[src/rtl/sap_pkg.sv]
// Shared SAP-1 controller definitions: opcodes, one-hot T-states and the
// control-word layout used by the sequencer and the top-level wiring.
package sap_pkg;

    localparam logic [3:0] OP_LDA = 4'b0000;
    localparam logic [3:0] OP_ADD = 4'b0001;
    localparam logic [3:0] OP_SUB = 4'b0010;
    localparam logic [3:0] OP_OUT = 4'b1110;
    localparam logic [3:0] OP_HLT = 4'b1111;

    typedef enum logic [5:0] {
        T1 = 6'b000001,
        T2 = 6'b000010,
        T3 = 6'b000100,
        T4 = 6'b001000,
        T5 = 6'b010000,
        T6 = 6'b100000
    } t_state_e;

    localparam int CW_W = 12;

    localparam int CW_PC_INC       = 11;
    localparam int CW_PC_O_EN      = 10;
    localparam int CW_LOW_MAR_I_EN = 9;
    localparam int CW_LOW_RAM_O_EN = 8;
    localparam int CW_LOW_IR_I_EN  = 7;
    localparam int CW_LOW_IR_O_EN  = 6;
    localparam int CW_LOW_ACC_I_EN = 5;
    localparam int CW_ACC_O_EN     = 4;
    localparam int CW_ALU_SUB      = 3;
    localparam int CW_ALU_O_EN     = 2;
    localparam int CW_LOW_B_I_EN   = 1;
    localparam int CW_LOW_OUT_I_EN = 0;

    // All active-low strobes high, all active-high enables low.
    localparam logic [CW_W-1:0] CW_NOP = 12'b0011_1110_0011;

endpackage

[src/rtl/ring_counter_6.sv]
// Six-state one-hot ring (T1..T6) advancing on the falling edge of clk.
// Async reset parks it in T6 so the first edge after reset enters T1.
module ring_counter_6
    import sap_pkg::*;
(
    input  logic       clk,
    input  logic       rst,
    input  logic       hold,
    output logic [5:0] state,
    output logic [5:0] next_state
);

    t_state_e cur;
    t_state_e nxt;

    always_ff @(negedge clk or posedge rst) begin
        if (rst) begin
            cur <= T6;
        end else begin
            cur <= nxt;
        end
    end

    always_comb begin
        nxt = cur;
        if (!hold) begin
            case (cur)
                T1:      nxt = T2;
                T2:      nxt = T3;
                T3:      nxt = T4;
                T4:      nxt = T5;
                T5:      nxt = T6;
                T6:      nxt = T1;
                default: nxt = T1;  // recover from a corrupted ring
            endcase
        end
    end

    assign state      = cur;
    assign next_state = nxt;

endmodule

[src/rtl/controller_sequencer.sv]
// SAP-1 controller-sequencer: turns the T-state ring and the IR opcode into
// a registered bus control word, updated on the falling edge of clk.
module controller_sequencer
    import sap_pkg::*;
#(
    parameter int OPCODE_W = 4
)
(
    input  logic                clk,
    input  logic                async_reset,
    input  logic [OPCODE_W-1:0] opcode,
    output logic                pc_inc,
    output logic                pc_o_en,
    output logic                low_mar_i_en,
    output logic                low_ram_o_en,
    output logic                low_ir_i_en,
    output logic                low_ir_o_en,
    output logic                low_acc_i_en,
    output logic                acc_o_en,
    output logic                alu_sub,
    output logic                alu_o_en,
    output logic                low_b_i_en,
    output logic                low_out_i_en,
    output logic                halt,
    output logic [5:0]          t_state
);

    logic [5:0]          next_state;
    logic [OPCODE_W-1:0] op_q;
    logic [CW_W-1:0]     cw_q;
    logic [CW_W-1:0]     cw_d;
    logic                halt_d;

    ring_counter_6 u_ring (
        .clk        (clk),
        .rst        (async_reset),
        .hold       (halt),
        .state      (t_state),
        .next_state (next_state)
    );

    always_ff @(negedge clk or posedge async_reset) begin
        if (async_reset) begin
            cw_q <= CW_NOP;
            halt <= 1'b0;
            op_q <= '0;
        end else begin
            cw_q <= cw_d;
            halt <= halt_d;
            // T5/T6 decode from this copy, so opcode may move after T4.
            if (!halt && next_state == T4) begin
                op_q <= opcode;
            end
        end
    end

    always_comb begin
        cw_d   = CW_NOP;
        halt_d = halt;
        if (!halt) begin
            case (next_state)
                T1: begin
                    cw_d[CW_PC_O_EN]      = 1'b1;
                    cw_d[CW_LOW_MAR_I_EN] = 1'b0;
                end
                T2: cw_d[CW_PC_INC] = 1'b1;
                T3: begin
                    cw_d[CW_LOW_RAM_O_EN] = 1'b0;
                    cw_d[CW_LOW_IR_I_EN]  = 1'b0;
                end
                T4: begin
                    case (opcode)
                        OP_LDA, OP_ADD, OP_SUB: begin
                            cw_d[CW_LOW_IR_O_EN]  = 1'b0;
                            cw_d[CW_LOW_MAR_I_EN] = 1'b0;
                        end
                        OP_OUT: begin
                            cw_d[CW_ACC_O_EN]     = 1'b1;
                            cw_d[CW_LOW_OUT_I_EN] = 1'b0;
                        end
                        OP_HLT:  halt_d = 1'b1;
                        default: ;
                    endcase
                end
                T5: begin
                    case (op_q)
                        OP_LDA: begin
                            cw_d[CW_LOW_RAM_O_EN] = 1'b0;
                            cw_d[CW_LOW_ACC_I_EN] = 1'b0;
                        end
                        OP_ADD, OP_SUB: begin
                            cw_d[CW_LOW_RAM_O_EN] = 1'b0;
                            cw_d[CW_LOW_B_I_EN]   = 1'b0;
                            cw_d[CW_ALU_SUB]      = (op_q == OP_SUB);
                        end
                        default: ;
                    endcase
                end
                T6: begin
                    if (op_q == OP_ADD || op_q == OP_SUB) begin
                        cw_d[CW_ALU_O_EN]     = 1'b1;
                        cw_d[CW_LOW_ACC_I_EN] = 1'b0;
                        cw_d[CW_ALU_SUB]      = (op_q == OP_SUB);
                    end
                end
                default: ;
            endcase
        end
    end

    assign pc_inc       = cw_q[CW_PC_INC];
    assign pc_o_en      = cw_q[CW_PC_O_EN];
    assign low_mar_i_en = cw_q[CW_LOW_MAR_I_EN];
    assign low_ram_o_en = cw_q[CW_LOW_RAM_O_EN];
    assign low_ir_i_en  = cw_q[CW_LOW_IR_I_EN];
    assign low_ir_o_en  = cw_q[CW_LOW_IR_O_EN];
    assign low_acc_i_en = cw_q[CW_LOW_ACC_I_EN];
    assign acc_o_en     = cw_q[CW_ACC_O_EN];
    assign alu_sub      = cw_q[CW_ALU_SUB];
    assign alu_o_en     = cw_q[CW_ALU_O_EN];
    assign low_b_i_en   = cw_q[CW_LOW_B_I_EN];
    assign low_out_i_en = cw_q[CW_LOW_OUT_I_EN];

endmodule
[config.mk]
export PLATFORM = sky130hd
export DESIGN_NAME = controller_sequencer
export DESIGN_NICKNAME = d
export VERILOG_FILES = /design/src/rtl/sap_pkg.sv /design/src/rtl/ring_counter_6.sv /design/src/rtl/controller_sequencer.sv
export SDC_FILE = /design/constraint.sdc
export NUM_CORES = 1
export LEC_CHECK = 0
export CORE_ASPECT_RATIO = 1.5
export CORE_MARGIN = 1.5
export CORE_UTILIZATION = 40
export DETAILED_ROUTE_END_ITERATION = 8
export PLACE_DENSITY_LB_ADDON = 0.25
export SYNTH_ARGS = -nofsm -noshare
export SYNTH_HDL_FRONTEND = slang
export SYNTH_SLANG_ARGS = --single-unit
[constraint.sdc]
create_clock -name clk -period 2.3 [get_ports clk]
set_input_delay 0.345 -clock clk [delete_from_list [all_inputs] [get_ports clk]]
set_output_delay 0.345 -clock clk [all_outputs]
set_load 0.02 [all_outputs]
==> impl_metrics.py, run 1 <==
metrics = {
    "routing": {
        "dr_vias": 793,
        "drc_errors": 0,
        "routed_wl_per_cell_um": 12.71,
        "viasPerCell": 5.083,
        "ant_nets": 0,
        "drt_pre_antenna_iters": 4,
        "detailedRoute.firstIterationViolations": 11,
        "drt_wl_total_um": 1983,
    },
    "logic_synthesis": {
        "ys_seq_area_share_pct": 57.71,
        "synthArstFlopShare_pct": 100.0,
        "synth.avg_cell_area_um2": 11.66,
        "synth_edf_count": 0,
        "yosysUniqueCellTypes": 34,
        "netlist.area_leader.share_pct": 36.99,
        "synth_mux_area_share_pct": 4.439,
        "synth_adder_area_share_pct": 0,
        "yosys_warnings": 0,
        "post_synth_and_or_nand_nor_area_fraction_pct": 22.19,
        "post_synth_instance_area_mm2": 0.001015,
        "synth_top_family_by_area": "simple AND/OR/NAND/NOR gates",
        "dominantRegCellSynth": "sky130_fd_sc_hd__dfrtn_1",
        "synth-xor-area-share_pct": 1.726,
        "synthCells": 87,
        "share_of_the_synthesized_area_in_compound_gates_ao_oa_aoi_oai_pct": 9.371,
        "netlist_top_cells_count": "sky130_fd_sc_hd__dfrtn_1 (15), sky130_fd_sc_hd__nand2_1 (12), sky130_fd_sc_hd__dfstp_2 (8)",
        "synth.ff_latch_count": 23,
        "synth.most_common_cell": "sky130_fd_sc_hd__dfrtn_1",
        "yosysTopAreaCell": "sky130_fd_sc_hd__dfrtn_1",
        "postSynthNetCount": 93,
        "netlist_top_cells_area": "sky130_fd_sc_hd__dfrtn_1 (37%), sky130_fd_sc_hd__dfstp_2 (21%), sky130_fd_sc_hd__mux2_2 (4.4%)",
    },
    "clocking": {
        "tritoncts": "built",
        "cts.sink_count": 23,
        "clk_latency_ns": 0.38,
        "cts_root_buf": "sky130_fd_sc_hd__clkbuf_4",
        "tritoncts.num_buffers": 3,
        "number_of_levels_the_h_tree_was_split_into": 1,
        "clock_pin_slew_on_the_worst_setup_and_hold_paths_ns": 0.08,
        "postCtsHoldBufs": 0,
        "cts_max_path_buffers": 2,
    },
    "worst_setup_path": {
        "cp_arrival_ns": 2.16,
        "setup.worst_path.end_class": "output pin",
        "top_fanout_value_on_the_critical_path": 1,
        "path_cells": "buf_6",
        "critPathKind": "flop to output pin",
        "critPathTopFamily": "flip-flops",
        "cp_data_required_time_ns": 1.96,
        "max_stage_delay_ns": 0.52,
        "timing.reg2reg.setup_slack_ns": 0.65,
        "setup.worst_path.start_class": "flop",
        "timing.critical_path.buf_inv": 1,
        "worst_path_max_delay_cell": "sky130_fd_sc_hd__dfstp_2",
    },
    "die": {
        "floorplan.core_area_mm2": 0.002422,
        "initial_core_util_pct": 41.89,
        "std_cell_rows": 22,
        "die-area_mm2": 0.002854,
        "fp.dieW_um": 44.13,
        "die_h_um": 64.69,
        "ios": 25,
    },
    "grt": {
        "globalRoute.totalOverflow": 0,
        "grt_start_max_net_pins": 24,
        "grt_util_overall_pct": 16.55,
        "grt_pass1_vias": 787,
        "wire_length_of_the_first_global_routing_pass_um": 3429,
        "antenna_found_initial": 0,
    },
    "placed_design": {
        "place_hpwl_um": 1509,
        "postPlaceCellArea_mm2": 0.001338,
        "gp_congestion": 0.7717,
        "dp_worst_setup_slack_ns": -0.2993,
        "io_buffers": 24,
        "placedCellCount": 141,
    },
    "finish": {
        "final_area_mm2": 0.001444,
        "layout.nets": 139,
        "share_of_final_layout_standard_cells_stronger_than_drive_strength_1_pct": 40.15,
        "insertedDiodeCount": 0,
        "area.growth.synth_to_final_pct": 42.29,
        "final-instance-count-excl-fill": 156,
    },
    "status": {
        "failed_checks": "negative setup slack",
        "status": "finished with violations",
    },
    "timing": {
        "max_slew_margin_pct": 73.98,
        "timing_max_transition_violations_final": 0,
        "grt_setup_unrepaired": "true",
        "final-setup-viol-count": 19,
        "timing.clock.skew_ns": 0.07050,
        "final.setup.worst_slack_ns": -0.2052,
        "final.hold.worst_slack_ns": 0.5168,
        "timing.final.hold_violations": 0,
        "worst_max_slew_pin_slew_ns": 0.3849,
    },
    "power": {
        "power.net_switching_uw": 647.2,
        "power-per-cell-area_mw_per_mm2": 1164,
        "combPwrFrac_pct": 48.6,
        "p_int_uw": 1034,
        "peakVddDrop_mv": 0.7106,
        "fin_total_pwr_uw": 1681,
        "power_switching_share_pct": 38.50,
        "power_leakage_uw": 0.0006998,
        "share_clk_of_total_power_pct": 13.9,
        "seq_power_share_pct": 37.5,
    },
    "hold_path": {
        "timing.hold.worst.class": "flop to flop",
    },
    "job": {
        "max_cap_viol_count": 0,
    },
}
## final cells by class
type                       instances  area, µm²
fill                             225      978.4
sequential                        23      585.6
multi-input combinational         56      382.9
timing repair buffer              37      374.1
clock inverter                     8      30.03
tap                               24      30.03
clock buffer                       4      26.28
inverter                           4      15.01
## stage by stage
stage / util (%) / setup TNS (ns)
6_report: 59.61 / -1.972
5_1_grt: 59.61 / -2.731
4_1_cts: 58.99 / -2.203
3_5_place_dp: 55.22 / -5.688
3_3_place_gp: 55.22 / -5.479
2_1_floorplan: - / 0
## flip-flops by register name (all words and copies together), names as in the netlist
name / count
cw_q: 12
u_ring.state: 6
halt: 1
op_q: 4
## worst reg2reg max path, delay by kind of cell (launching register included)
| family | cells | cell delay (ns) |
|---|---|---|
| compound gates | 3 | 0.58 |
| flops | 1 | 0.37 |
| buf+inv | 2 | 0.29 |
| simple gates | 1 | 0.41 |
## kinds of logic (layout without fill, tap and decap cells)
group / after synthesis / in the layout
compound gates: 12 / 12
xor+xnor: 2 / 2
buf+inv: 8 / 53
flops: 23 / 23
mux: 4 / 4
simple gates: 38 / 38
## per-layer routing
metal / GRT usage, % / routed length [µm]
met1: 19.02 / 802
met3: 1.671 / 69
met5: 0 / 0
met2: 28.31 / 1055
met4: 10.23 / 55
## timing repair
| item | CTS | global route |
|---|---|---|
| setup endpoints to repair | 19 | 19 |
| hold endpoints to repair | 0 | 0 |
| resized for setup | 112 | 2 |
| setup buffers | 3 | 1 |
## power groups by stage
stage / Clock [µW] / Sequential [µW] / Combinational (µW)
detailed placement: 24.1 / 623 / 764
CTS: 244 / 630 / 802
global route: 277 / 646 / 884
finish: 233 / 630 / 818
global placement: 24.1 / 617 / 747
floorplan: 24.1 / 746 / 350
## cell usage in the layout (no fill, tap or decap), types with 2 or more instances in the layout
master	instances
sky130_fd_sc_hd__dfstp_2	8
sky130_fd_sc_hd__nand2_1	12
sky130_fd_sc_hd__xor2_1	2
sky130_fd_sc_hd__dfrtn_1	15
sky130_fd_sc_hd__nor2_1	6
sky130_fd_sc_hd__buf_4	12
sky130_fd_sc_hd__mux2_2	4
sky130_fd_sc_hd__nand3_1	4
sky130_fd_sc_hd__nand4b_1	2
sky130_fd_sc_hd__buf_6	19
sky130_fd_sc_hd__inv_1	11
sky130_fd_sc_hd__clkbuf_4	3
sky130_fd_sc_hd__clkdlybuf4s50_1	5
sky130_fd_sc_hd__nor4b_1	3
sky130_fd_sc_hd__nor3_1	3
## final timing paths
check,startpoint,end,cells past startpoint
min,op_q[2]$_DFFE_NP0P_,op_q[2]$_DFFE_NP0P_,1
max in group asynchronous,async_reset,cw_q[8]$_DFF_NP1_,3
min reg2reg,op_q[2]$_DFFE_NP0P_,op_q[2]$_DFFE_NP0P_,1
max,cw_q[0]$_DFF_NP1_,low_out_i_en,1
min in group asynchronous,async_reset,u_ring.state[4]$_DFF_NP0_,3
max reg2reg,u_ring.state[1]$_DFF_NP0_,cw_q[5]$_DFF_NP1_,6
Note: power is estimated with default switching activity, not from simulation.
==> run 2: changes to the inputs <==
==> constraint.sdc (replaced) <==
create_clock -name clk -period 2.3 [get_ports clk]
set_input_delay 0.345 -clock clk [delete_from_list [all_inputs] [get_ports clk]]
set_output_delay 0.345 -clock clk [all_outputs]
set_load 0.1 [all_outputs]
==> impl_metrics.py, run 2 (same netlist as run 1, synthesis figures left out) <==
metrics = {
    "status": {
        "status": "finished with violations",
        "failed_checks": "negative setup slack",
    },
    "worst_setup_path": {
        "setup.worst_path.end_class": "output pin",
        "critPathTopFamily": "flip-flops",
        "path_cells": "buf_12",
        "top_fanout_value_on_the_critical_path": 2,
        "cp_arrival_ns": 2.31,
        "worst_path_max_delay_cell": "sky130_fd_sc_hd__dfstp_4",
        "timing.critical_path.buf_inv": 1,
        "max_stage_delay_ns": 0.62,
        "critPathKind": "flop to output pin",
        "timing.reg2reg.setup_slack_ns": 0.60,
        "setup.worst_path.start_class": "flop",
        "cp_data_required_time_ns": 1.96,
    },
    "timing": {
        "timing.final.hold_violations": 0,
        "worst_max_slew_pin_slew_ns": 0.4505,
        "setup-tns-final_ns": -4.361,
        "final.setup.worst_slack_ns": -0.3553,
        "timing_max_transition_violations_final": 0,
        "timing.clock.skew_ns": 0.06214,
        "max_slew_margin_pct": 69.54,
        "grt_setup_unrepaired": "true",
        "final-setup-viol-count": 19,
    },
    "power": {
        "peakVddDrop_mv": 1.071,
        "fin_total_pwr_uw": 2328,
        "power_leakage_uw": 0.0007531,
        "power-per-cell-area_mw_per_mm2": 1431,
    },
    "clocking": {
        "number_of_levels_the_h_tree_was_split_into": 1,
        "tritoncts": "built",
        "tritoncts.num_buffers": 3,
        "cts_root_buf": "sky130_fd_sc_hd__clkbuf_4",
        "cts.sink_count": 23,
        "clock_pin_slew_on_the_worst_setup_and_hold_paths_ns": 0.08,
        "ctsResizeCount": 0,
        "clk_latency_ns": 0.37,
        "cts_max_path_buffers": 2,
    },
    "job": {
        "max_cap_viol_count": 0,
    },
    "die": {
        "floorplan.core_area_mm2": 0.002422,
        "initial_core_util_pct": 41.89,
        "die-area_mm2": 0.002854,
        "std_cell_rows": 22,
        "ios": 25,
        "die_h_um": 64.69,
        "fp.dieW_um": 44.13,
    },
    "routing": {
        "detailedRoute.firstIterationViolations": 19,
        "ant_nets": 0,
        "dr_vias": 827,
        "drt_wl_total_um": 2034,
        "routed_wl_per_cell_um": 13.21,
        "drc_errors": 0,
        "drt_pre_antenna_iters": 4,
        "viasPerCell": 5.370,
    },
    "hold_path": {
        "timing.hold.worst.class": "flop to flop",
    },
    "grt": {
        "grt_pass1_vias": 813,
        "wire_length_of_the_first_global_routing_pass_um": 3401,
        "grt_util_overall_pct": 15.86,
        "grt_start_max_net_pins": 24,
        "antenna_found_initial": 0,
        "globalRoute.totalOverflow": 0,
    },
    "finish": {
        "final-instance-count-excl-fill": 154,
        "insertedDiodeCount": 0,
        "postLayoutCoreUtil_pct": 67.15,
        "share_of_final_layout_standard_cells_stronger_than_drive_strength_1_pct": 40.00,
        "area.growth.synth_to_final_pct": 60.30,
        "layout.nets": 137,
        "most_frequent_cells_in_the_layout": "sky130_fd_sc_hd__buf_12 (20), sky130_fd_sc_hd__dfrtn_1 (15), sky130_fd_sc_hd__nand2_1 (12)",
        "largest_reg_flops": 12,
        "max_flop_register": "cw_q",
        "most_frequent_standard_cell_in_the_layout_excluding_fill_and_tap_cells": "sky130_fd_sc_hd__buf_12",
    },
    "placed_design": {
        "placedCellCount": 141,
        "gp_congestion": 0.7689,
        "place_hpwl_um": 1581,
        "dp_worst_setup_slack_ns": -0.2988,
        "io_buffers": 24,
    },
}
==> run 2: cell count changes in the layout (fill, tap and decap cells not counted), moves of 2 or more <==
cell	delta
sky130_fd_sc_hd__buf_12	+19
sky130_fd_sc_hd__buf_6	-19
sky130_fd_sc_hd__dfstp_2	-8
sky130_fd_sc_hd__dfstp_4	+8
sky130_fd_sc_hd__buf_4	-2
==> run 2: layout make-up <==
type | count | area (µm²)
multi-input cells | 56 | 382.9
clock inverters | 9 | 35.03
inverters | 4 | 15.01
clock buffers | 3 | 22.52
well taps | 24 | 30.03
fillers | 190 | 795.8
repair buffers | 35 | 525.5
flip-flops and latches | 23 | 615.6
==> run 2: final timing paths <==
check	start	to	cells past startpoint
setup / recovery	u_ring.state[5]$_DFF_NP1_	t_state[5]	1
hold / removal	op_q[2]$_DFFE_NP0P_	op_q[2]$_DFFE_NP0P_	1
setup reg to reg	u_ring.state[5]$_DFF_NP1_	halt$_DFF_NP0_	4
hold reg to reg	op_q[2]$_DFFE_NP0P_	op_q[2]$_DFFE_NP0P_	1
max in group asynchronous	async_reset	cw_q[0]$_DFF_NP1_	3
min in group asynchronous	async_reset	u_ring.state[4]$_DFF_NP0_	3
==> run 2: what timing repair did <==
item                                    4_1_cts  5_1_grt
buffers inserted                              0        2
hold buffers                                  0        0
endpoints found under the setup margin       19       19
==> run 2: metrics by stage <==
step,hold WS (ns),instance area [µm²]
2_1_floorplan,0.4880,1045
3_3_place_gp,0.5188,1558
3_5_place_dp,0.5318,1558
4_1_cts,0.5343,1612
5_1_grt,0.5508,1627
6_report,0.5324,1627
==> run 2: routing by layer <==
layer | share of wire (%) | GRT usage (%) | up-vias
li1 | - | - | 390
met4 | 1.2 | 4.545 | 0
met5 | 0 | 0 | -
met2 | 58 | 29.04 | 26
met3 | 4.2 | 2.507 | 4
met1 | 37 | 18.30 | 407
==> run 2: report_power, final <==
part	internal (µW)	switching, µW	leakage, µW
combinational	528	885	0.000417
clock	82.9	150	0.0000603
sequential	563	119	0.000276
==> RTL edit: new RTL, flow settings as in run 2 <==
Set the parameter `OPCODE_W` to 3 (it was 4).
--- a/src/rtl/controller_sequencer.sv
+++ b/src/rtl/controller_sequencer.sv
@@ -4,5 +4,5 @@
     import sap_pkg::*;
 #(
-    parameter int OPCODE_W = 4
+    parameter int OPCODE_W = 3
 )
 (
Interface: changed (resized opcode); port bits go from 25 to 24. No check against the original RTL was run, so the function may have changed too.
==> RTL edit against run 2 <==
The run still ends with negative setup slack left. Synthesized cell count down 25%. Die area down 19%. Setup slack better by 0.013 ns. First-iteration DRC count down 5.3%. Sequential cell count down 4. Design area down 17%. Utilization up 4.5 points. Cell count down 18%. Sequential share of layout area up 0.11 points. Clock skew up 0.0066 ns. Routed wire length down 8.3%. Area after synthesis down 20%.
Power is left out: it rests on default switching activity, and per cell area and clock period it moved more than threefold.
==> RTL edit: results (changes against run 2) <==
- # nets final: 111 (-19%)
- Failing checks: negative setup slack
- M3 GR Usage: 1.92% (-0.59 points)
- Diodes inserted: 0 (unchanged)
- M1 GR Usage: 19.4% (+1.1 points)
- Worst Hold Class: reg2reg
- CP startpoint: cw_q[9]
- Final setup fails: 16 (-3)
- Arr. time, crit path: 2.30 ns
- Crit path max fanout: 1 (-1)
- Max-cap viol count: 0 (unchanged)
- GP Congestion: 0.884 (+15%)
- CP max stage cell: dfstp_4
- Status: finished, violations left
- Synth top area cells: dfrtn_1 (37%), dfstp_2 (23%), mux2_4 (5.6%)
- WL final: 1870 um (-8.3%)
- Asr flop ratio synth: 100% (unchanged)
- DP HPWL: 1380 um (-13%)
- Max clock buf depth: 2 (unchanged)
- Top cells by count, synth: dfrtn_1 (12), dfstp_2 (7), inv_1 (7)
- Reg with most FFs: cw_q
- TritonCTS Buffers: 3 (unchanged)
- Crit path max-delay family: flip-flops
- Worst r2r src: u_ring.state[5]
- GRT Resource Usage Total: 17.6% (+1.7 points)
- Clk root buf: clkbuf_4
- Largest net degree at the start of global routing: 12 (-50%)
- DP Area: 1270 um^2 (-18%)
- Final WS setup: -0.342 ns (+0.0129 ns)
- CTS clk-pin slew, worst paths: 0.08 ns (about the same)
- Place WS: -0.215 ns (+0.0836 ns)
- Met2 usage: 29.5% (+0.46 points)
- Initial antenna violation count: 0 (unchanged)
- First-pass GRT wire length: 2720 um (-20%)
- Synth unique cells: 29 (-15%)
- Number of flip-flops in the largest register: 10 (-2)
- Register area share after synthesis: 59.7% (+2.0 points)
- Hold Startpoint: op_q[2]
- # port buffers: 20 (-17%)
- First drt pass iteration count: 5 (+1)
- CP max stage delay: 0.62 ns (about the same)
- Worst Skew: 0.0688 ns (+0.00665 ns)
- Layout cells sized above 1: 44.8% (+4.8 points)
- DR vias/cell: 5.21 (-2.9%)
- Vias in the first global route: 606 (-25%)
- CTS H-Tree Depth: 1 (unchanged)
- Resize count post-CTS: 0 (unchanged)
- Starting DRT DRC Count: 18 (-1)
- Skew-Pair Late Insertion Delay: 0.37 ns (about the same)
- Yosys Warn Count: 0 (unchanged)
- Final-layout fill cell count: 128 (-33%)
-- RTL edit: cell count changes after synthesis, sizes merged, moves of 3 or more --
cell / change
nand2b: +3
dfrtn: -3
nand3: -4
nor3b: +3
nor3: -4
nand2: -12
or4: +3
a21oi: +3
nor2: -5
nor4b: -3
-- RTL edit: repair_timing --
action,CTS,global route
setup endpoints to repair,16,16
hold endpoints to repair,0,0
pin swaps,0,0
buffers inserted,1,2
-- RTL edit: stage by stage --
stage,instances,hold WS (ns),setup TNS (ns)
CTS,124,0.527,-3.70
global placement,113,0.549,-0.415
finish,126,0.531,-3.60
floorplan,66,0.459,-1.75
detailed placement,113,0.552,-0.556
global route,126,0.549,-3.97
-- RTL edit: metal layers --
metal	routed length, um	up-vias	share of wire, %
met1	724	331	39
met5	0	-	0
li1	-	300	-
met2	1040	22	56
met4	38	0	2.0
met3	63	4	3.4
-- RTL edit: layout make-up --
| cell class | instances | area [um^2] | area share, % |
|---|---|---|---|
| multi-input combinational | 37 | 282 | 20.9 |
| tap | 21 | 26.3 | 1.95 |
| inverter | 6 | 22.5 | 1.67 |
| clock buffer | 3 | 22.5 | 1.67 |
| clock inverter | 8 | 31.3 | 2.33 |
| timing repair buffer | 32 | 450 | 33.5 |
| sequential | 19 | 510 | 38.0 |
-- RTL edit: final timing paths --
kind | to | slack [ns] | cells after the start
setup / recovery | low_mar_i_en | -0.34 | 1
hold / removal | cw_q[5] | 0.53 | 1
setup reg to reg | op_q[0] | 0.14 | 4
hold reg to reg | cw_q[5] | 0.53 | 1
max in group asynchronous | op_q[1] | 0.53 | 3
min in group asynchronous | u_ring.state[4] | 1.35 | 2
-- RTL edit: cells by family (layout without fill, tap and decap cells) --
group	after synthesis	count (layout)	share of synthesized area (%)
other cells	2	3	0.926
simple gates	21	21	19.3
buf+inv	10	49	6.02
mux	3	3	5.56
flops	19	19	59.7
compound gates	9	9	7.41
xor+xnor	1	1	1.08
